==> config.mk <==
export PLATFORM = sky130hd
export DESIGN_NAME = vga_layer_arbiter_flat
export DESIGN_NICKNAME = d
export VERILOG_FILES = /design/src/rtl/vga_layer_arbiter_pkg.sv /design/src/rtl/vga_layer_arbiter_if.sv /design/src/rtl/vga_layer_arbiter_pick.sv /design/src/rtl/vga_layer_arbiter.sv /design/src/flat_wrapper.sv
export SDC_FILE = /design/constraint.sdc
export NUM_CORES = 1
export LEC_CHECK = 0
export CORE_ASPECT_RATIO = 1.75
export CORE_MARGIN = 5
export CORE_UTILIZATION = 46
export CTS_CLUSTER_DIAMETER = 60
export CTS_CLUSTER_SIZE = 25
export DETAILED_ROUTE_END_ITERATION = 8
export PLACE_DENSITY = 0.87
export SYNTH_ARGS = -nofsm -noshare
export SYNTH_HDL_FRONTEND = slang
export SYNTH_SLANG_ARGS = --single-unit
==> constraint.sdc <==
create_clock -name clk -period 3.2 [get_ports clk]
set_clock_uncertainty 0.15 [all_clocks]
set_input_delay 0.48 -clock clk [delete_from_list [all_inputs] [get_ports clk]]
set_output_delay 0.48 -clock clk [all_outputs]
set_load 0.02 [all_outputs]
==> src/rtl/vga_layer_arbiter_pkg.sv <==
// vga_arb_pkg: shared types and width helpers for the VGA layer arbiter
package vga_arb_pkg;
    localparam int DEF_NUM_LAYERS = 4;
    typedef struct packed {
        logic [7:0] r;
        logic [7:0] g;
        logic [7:0] b;
    } rgb_t;
    typedef enum logic {CFG_IDLE, CFG_PENDING} cfg_state_t;
    function automatic int idx_w(int n);
        return $clog2(n);
    endfunction
    function automatic int id_w(int n);
        return $clog2(n + 1);
    endfunction
endpackage

==> src/rtl/vga_layer_arbiter_if.sv <==
// vga_layer_arbiter_if: configuration handshake carrying priority order and background colour
interface vga_layer_arbiter_if import vga_arb_pkg::*; #(
    parameter int NUM_LAYERS = DEF_NUM_LAYERS
) ();
    localparam int IDX_W = idx_w(NUM_LAYERS);
    logic                        valid;
    logic                        ready;
    logic [NUM_LAYERS*IDX_W-1:0] prio;
    rgb_t                        bg_rgb;
    logic                        error;
    modport master (output valid, prio, bg_rgb, input ready, error);
    modport slave (input valid, prio, bg_rgb, output ready, error);
endinterface

==> src/rtl/vga_layer_arbiter_pick.sv <==
// layer_priority_pick: combinational winner selection, lowest priority slot with an active request wins
module layer_priority_pick import vga_arb_pkg::*; #(
    parameter int NUM_LAYERS = DEF_NUM_LAYERS,
    localparam int IDX_W = idx_w(NUM_LAYERS)
) (
    input  logic [NUM_LAYERS-1:0]       draw,
    input  logic [NUM_LAYERS*IDX_W-1:0] prio,
    output logic                        hit,
    output logic [IDX_W-1:0]            idx
);
    always_comb begin
        hit = 1'b0;
        idx = '0;
        for (int k = NUM_LAYERS - 1; k >= 0; k--) begin
            if (draw[prio[k*IDX_W +: IDX_W]]) begin
                hit = 1'b1;
                idx = prio[k*IDX_W +: IDX_W];
            end
        end
    end
endmodule

==> src/rtl/vga_layer_arbiter.sv <==
// vga_layer_arbiter: per-pixel layer arbitration with frame-synchronous config and collision latching
module vga_layer_arbiter import vga_arb_pkg::*; #(
    parameter int          NUM_LAYERS   = DEF_NUM_LAYERS,
    parameter logic [23:0] BG_RESET_RGB = 24'h000000,
    localparam int IDX_W = idx_w(NUM_LAYERS),
    localparam int ID_W  = id_w(NUM_LAYERS)
) (
    input  logic                     clk,
    input  logic                     reset,
    input  logic                     start_of_frame,
    input  logic [NUM_LAYERS-1:0]    layer_draw,
    input  logic [NUM_LAYERS*24-1:0] layer_rgb,
    vga_layer_arbiter_if.slave       cfg,
    output logic [7:0]               red,
    output logic [7:0]               green,
    output logic [7:0]               blue,
    output logic [ID_W-1:0]          draw_id,
    output logic [NUM_LAYERS-1:0]    collision,
    output logic                     collision_valid
);
    function automatic logic [NUM_LAYERS*IDX_W-1:0] ident();
        logic [NUM_LAYERS*IDX_W-1:0] r;
        for (int k = 0; k < NUM_LAYERS; k++) r[k*IDX_W +: IDX_W] = IDX_W'(k);
        return r;
    endfunction
    cfg_state_t                  state;
    logic [NUM_LAYERS*IDX_W-1:0] act_prio, pend_prio;
    rgb_t                        act_bg, pend_bg, pix;
    logic [NUM_LAYERS-1:0]       acc, ovl, seen;
    logic                        hit, perm_ok;
    logic [IDX_W-1:0]            win, cur;
    layer_priority_pick #(.NUM_LAYERS(NUM_LAYERS)) u_pick (
        .draw(layer_draw),
        .prio(act_prio),
        .hit (hit),
        .idx (win)
    );
    // every layer in an overlapping pixel collides with at least one other
    assign ovl = ($countones(layer_draw) > 1) ? layer_draw : '0;
    always_comb begin
        perm_ok = 1'b1;
        seen = '0;
        cur = '0;
        for (int k = 0; k < NUM_LAYERS; k++) begin
            cur = cfg.prio[k*IDX_W +: IDX_W];
            if (int'(cur) >= NUM_LAYERS || seen[cur]) perm_ok = 1'b0;
            else seen[cur] = 1'b1;
        end
    end
    always_ff @(posedge clk) begin
        if (reset) begin
            state           <= CFG_IDLE;
            cfg.ready       <= 1'b1;
            cfg.error       <= 1'b0;
            act_prio        <= ident();
            act_bg          <= rgb_t'(BG_RESET_RGB);
            pend_prio       <= '0;
            pend_bg         <= '0;
            pix             <= '0;
            draw_id         <= ID_W'(NUM_LAYERS);
            acc             <= '0;
            collision       <= '0;
            collision_valid <= 1'b0;
        end else begin
            pix             <= hit ? rgb_t'(layer_rgb[24*win +: 24]) : act_bg;
            draw_id         <= hit ? ID_W'(win) : ID_W'(NUM_LAYERS);
            cfg.error       <= 1'b0;
            collision_valid <= start_of_frame;
            if (start_of_frame) begin
                collision <= acc;
                acc       <= '0;
            end else begin
                acc <= acc | ovl;
            end
            if (state == CFG_IDLE) begin
                if (cfg.valid && perm_ok) begin
                    pend_prio <= cfg.prio;
                    pend_bg   <= cfg.bg_rgb;
                    state     <= CFG_PENDING;
                    cfg.ready <= 1'b0;
                end else if (cfg.valid) begin
                    cfg.error <= 1'b1;
                end
            end else if (start_of_frame) begin
                act_prio  <= pend_prio;
                act_bg    <= pend_bg;
                state     <= CFG_IDLE;
                cfg.ready <= 1'b1;
            end
        end
    end
    assign red   = pix.r;
    assign green = pix.g;
    assign blue  = pix.b;
endmodule

==> src/flat_wrapper.sv <==
// flat-port wrapper written by rule: the top's interface ports become plain ports
module vga_layer_arbiter_flat import vga_arb_pkg::*;
#(
    parameter int          NUM_LAYERS   = DEF_NUM_LAYERS,
    parameter logic [23:0] BG_RESET_RGB = 24'h000000,
    localparam int IDX_W = idx_w(NUM_LAYERS),
    localparam int ID_W  = id_w(NUM_LAYERS)
)
  (clk, reset, start_of_frame, layer_draw, layer_rgb, red, green, blue, draw_id, collision, collision_valid, cfg_valid, cfg_prio, cfg_bg_rgb, cfg_ready, cfg_error);
  vga_layer_arbiter_if #(.NUM_LAYERS(NUM_LAYERS)) cfg_i ();
  input  logic clk;
  input  logic reset;
  input  logic start_of_frame;
  input  logic [NUM_LAYERS-1:0] layer_draw;
  input  logic [NUM_LAYERS*24-1:0] layer_rgb;
  output logic [7:0] red;
  output logic [7:0] green;
  output logic [7:0] blue;
  output logic [ID_W-1:0] draw_id;
  output logic [NUM_LAYERS-1:0] collision;
  output logic collision_valid;
  input wire logic [$bits(cfg_i.valid)-1:0] cfg_valid;
  input wire logic [$bits(cfg_i.prio)-1:0] cfg_prio;
  input wire logic [$bits(cfg_i.bg_rgb)-1:0] cfg_bg_rgb;
  output wire logic [$bits(cfg_i.ready)-1:0] cfg_ready;
  output wire logic [$bits(cfg_i.error)-1:0] cfg_error;
  assign cfg_i.valid = cfg_valid;
  assign cfg_i.prio = cfg_prio;
  assign cfg_i.bg_rgb = cfg_bg_rgb;
  assign cfg_ready = cfg_i.ready;
  assign cfg_error = cfg_i.error;
  vga_layer_arbiter #(.NUM_LAYERS(NUM_LAYERS), .BG_RESET_RGB(BG_RESET_RGB)) u_core (.clk(clk), .reset(reset), .start_of_frame(start_of_frame), .layer_draw(layer_draw), .layer_rgb(layer_rgb), .cfg(cfg_i), .red(red), .green(green), .blue(blue), .draw_id(draw_id), .collision(collision), .collision_valid(collision_valid));
endmodule
# After elaboration in Yosys (flattened, before gate mapping)
# Cells that the tools add are included.
# word_totals
regBits	103
word_cells	100
rom_bits	0
memories	0
input_bits	136
output_inout_bits	34
mem_bits_rw	0
latch_bits	0
# op_classes
order_cmp	12
n_div	0
eq_ne	1
add_sub_neg	3
n_bitwise	5
mux	47
multipliers	1
shift	1
reduce_logical	11
# ops
op	count
$shiftx 96x8->24	1
$add 32x32->32	1
$gt 32x2->1 const B	1
$mux 1	26
$lt 2x3->1 const B	8
$mux 24	1
$bmux 1 s2	8
$mux 4	4
$or 4x4->4	3
$mux 2	4
$demux 1 s2	3
$ge 2x1->1 const B	3
$reduce_and 2->1	3
$add 1x1->2	2
$logic_and 1x1->1	4
$mul 2x2->4 const A	1
$reduce_or 2->1	2
$mux 3	1
$reduce_or 3->1	1
$ne 2x2->1 const B	1
$not 1->1	2
$reduce_bool 2->1	1

# Logic depth before layout (Yosys ltp)
# depth
word_depth	17
mapped_depth	9
mapped_depth_nobuf	6

# Hierarchy
# Synthesis repeated with hierarchy kept, for this count alone.
# hier_totals
cells_unflattened	516
area_unflattened_um2	4892.2
# modules_own_cells
module	area_each_um2	cells_each	n_inst	seq_area_each_um2
vga_layer_arbiter	4604.4	477	1	2062.0
layer_priority_pick	287.8	39	1	0.0

# Least setup slack after synthesis
# OpenSTA, ideal clock, no wires.
# synth_path
kind	input to register
from	in layer_draw[2]
to	reg u_core.pix, in the netlist u_core.blue[0]
required_ps	2964
arrival_time_ps	2292
stages	9
setup_slack_ps	672
n_path_buf	4
setup_ps	86
path_cell_list	buf_6 > mux4_2 > or3b_1 > a22o_1 > buf_6 > buf_8 > buf_6 > mux2i_1 > a221oi_2
# synth_between
elab_chain_len	9
elab_cells_between_ends	19
classes_between	mul: 1; shift: 1; mux: 17
# synth_lines
item	line	rtl
start, declared	flat_wrapper.sv:14	input logic [NUM_LAYERS-1:0] layer_draw;
$bmux 1 s2	vga_layer_arbiter_pick.sv:15	if (draw[prio[k*IDX_W +: IDX_W]]) begin
$mux 1 (not written as such)	vga_layer_arbiter_pick.sv:15	
$mux 2 (4 in series)	vga_layer_arbiter_pick.sv:15	
$mul 2x2->4	vga_layer_arbiter.sv:65	pix <= hit ? rgb_t'(layer_rgb[24*win +: 24]) : act_bg;
$shiftx 96x8->24	vga_layer_arbiter.sv:65	
$mux 24 (*)	vga_layer_arbiter.sv:65	
end signal, assigned	vga_layer_arbiter.sv:65	
end, declared	vga_layer_arbiter.sv:28	rgb_t act_bg, pend_bg, pix;
# Every way passes the cells marked *; elsewhere a longest branch is shown, timed or not. The select of a mux whose other input is x is not followed.
# A chain may end at the register's enable or synchronous reset.

# Final worst setup path
# layout_path
from	in layer_draw[3]
to	reg u_core.pix, in the netlist u_core.red[6]
# Same word-level chain as after synthesis.

==> reports/results.tsv <==
stage	metric	value	unit
run_status	status	finished clean	
cells_and_area	multi_input_area	2728	um2
clocking	clk_pin_slew_worst_paths	70	ps
cells_and_area	final_nets	815	
yosys	ys_seq_area_share	40.24	%
clocking	clock_latency	340	ps
yosys	synth.largest_area_cell	dfxtp_1	
yosys	syn_nets	681	
timing	hold_violations	0	
placement	io_buffers	169	
critical_path	end_kind	register	
timing	min_period_over_period	92.33	%
clocking	cts_tree	done	
grt	grt_start_max_net_pins	60	
drt	ant_nets	0	
floorplanning	core_area	11040	um2
placement	numPlacedInstances	797	
floorplanning	die_h	149.6	um
clocking	ctsHoldBuffers	0	
yosys	synth.top_cell.area_share	40.24	%
clocking	post_cts_buffers	0	
timing	max_freq	338.5	MHz
grt	grt.overflow.total	0	
yosys	syn_avg_cell_area	9.453	um2
clocking	cts_max_level	3	
clocking	cts_root_buf	clkbuf_16	
yosys	ys_warn_count	0	
floorplanning	die_w	89.78	um
yosys	syn_area	5124	um2
drt	wl_per_cell	18.47	um
drt	first_pass_iters	5	
critical_path	cp.arrival	3020	ps
clocking	cts_buffers	9	
yosys	synth_most_common_cell	dfxtp_1	
clocking	cts.repair.resized	0	
grt	antenna_found_initial	0	
placement	gp_congestion	0.9067	
placement	dp_hpwl	11.25	mm
timing	worstMarginPinSlew	1045	ps
cells_and_area	area_growth	38.97	%
yosys	ys.flop_type	dfxtp_1	
power	cellLeakagePower	2.703	nW
cells_and_area	fill_cells	908	
grt	grt_pass1_wl	24.27	mm
floorplanning	ios	170	
yosys	ys_ff_latch	103	
floorplanning	std_cell_rows	51	
run	cap_viol_max_count	0	
timing	drv_slew	0	
clocking	clockBufferDepth	2	
drt	vias	4667	
power	vdd_drop_max	0.3875	mV
grt	grt_pass1_vias	4898	
floorplanning	start_util	46.41	%
min_path	min_path_type	reg2reg	
critical_path	crit_required	3270	ps
yosys	postSynthCellCount	542	
yosys	synth_edf_count	0	
drt	drc_errors	0	
critical_path	cp-start-kind	input port	
cells_and_area	register_area	2062	um2
grt	grt.total_usage	21.93	%
critical_path	criticalPathCategory	in2reg	
yosys	yosys-top-cells-area	dfxtp_1, mux2i_1, a21oi_1	
drt	first_iter_violations	204	
timing	setup_viol	0	
power	power_density	459.8	nW/um2
timing	rsz0062_at_grt	false	
drt	drt-vias-per-instance	5.740	
drt	drt_wl_total	15.01	mm
yosys	async_flop_share	0	%
cells_and_area	drive_above_1_share	9.838	%
timing	layout_min_cycle_time	2954	ps
timing	relSlewSlack	30.28	%
cells_and_area	antenna_cells	0	
clocking	cts_sinks	103	
critical_path	critPathMaxFanout	16	
yosys	yosys.cell_types.count	41	
yosys	synth_top_cells_by_count	dfxtp_1, nand2_1, a21oi_1	
cells_and_area	post-route-util	64.50	%
floorplanning	die_area	13430	um2
cells_and_area	fin_cells	813	
[cells in the final DEF (no fill, tap or decap), types with 2 or more instances in the layout]
cell / count
a21oi_1: 66
a221oi_1: 5
a221oi_2: 20
a22oi_1: 5
buf_12: 2
buf_4: 12
clkbuf_16: 9
clkdlybuf4s50_1: 168
dfxtp_1: 103
ha_1: 2
inv_1: 8
inv_6: 2
mux2_2: 6
mux2i_1: 57
mux4_2: 6
nand2_1: 68
nand3b_1: 4
nand4_1: 32
nor2_1: 8
nor2b_1: 2
nor3_1: 5
o21bai_1: 25
o22ai_1: 4
o31ai_1: 32
or4_1: 2
xor2_1: 8
[worst max-delay path: stages]
cell and delay (ps):
clkdlybuf4s50_1 580, mux2_2 360, a22oi_1 190, a21oi_1 150, a211oi_4 830, buf_4 340
a221oi_2 90
[layout make-up]
class,instances,share of cell area (%)
Inverter,9,0.4920
Multi-Input combinational cell,370,38.31
Clock buffer,10,3.356
Clock inverter,6,1.054
Timing Repair Buffer,183,25.51
Sequential cell,103,28.96
Tap cell,132,2.319
[logic make-up (layout without fill, tap and decap cells)]
family,count (synthesis),in the layout,share of synthesized area [%]
compound gates,163,163,23.86
xor+xnor,8,8,1.368
fa+ha+maj,3,3,0.8791
buf+inv,69,208,6.667
flops,103,103,40.24
mux,69,69,15.09
simple gates,127,127,11.89
[layer usage]
metal  wire length (um)  GRT usage (%)
met1               5530          23.57
met2               8358          40.65
met3                722          3.974
met4                402          10.74
met5                  0              0
[sequential cells by signal, summed over array words and instances (netlist names), 3 cells and up]
name,cells
u_core.act_prio,8
u_core.draw_id,3
u_core.pend_bg,24
u_core.collision,4
u_core.red,8
u_core.blue,8
u_core.green,8
u_core.act_bg,24
u_core.pend_prio,8
u_core.acc,4
[power breakdown]
part / switching, mW / leakage [nW] / internal (mW)
Clock: 0.495 / 0.152 / 0.640
Combinational: 0.379 / 1.71 / 0.380
Sequential: 0.0312 / 0.840 / 1.35
Total: 0.905 / 2.70 / 2.37
[stage by stage]
step	hold slack (ps)	setup slack [ps]	power, mW	setup TNS (ps)	instance area (um2)
floorplan	282.2	671.5	1.834	0	5124
global placement	290.4	-43.67	2.140	-384.5	6807
detailed placement	296.5	-130.6	2.169	-1133	6807
CTS	306.0	230.8	3.301	0	7121
global route	317.6	98.85	3.424	0	7121
finish	309.1	245.6	3.274	0	7121
[path summary, 6_finish.rpt]
check,startpoint,endpoint,slack (ps),cells past startpoint
max,layer_draw[3],u_core.red[6]$_SDFF_PP0_,250,7
min,u_core.pend_bg[12]$_SDFFE_PP0P_,u_core.act_bg[12]$_SDFFE_PP0P_,310,2
max reg2reg,u_core.act_prio[4]$_SDFFE_PP0P_,u_core.red[6]$_SDFF_PP0_,480,6
min reg2reg,u_core.pend_bg[12]$_SDFFE_PP0P_,u_core.act_bg[12]$_SDFFE_PP0P_,310,2
(Power assumes the default switching activity.)
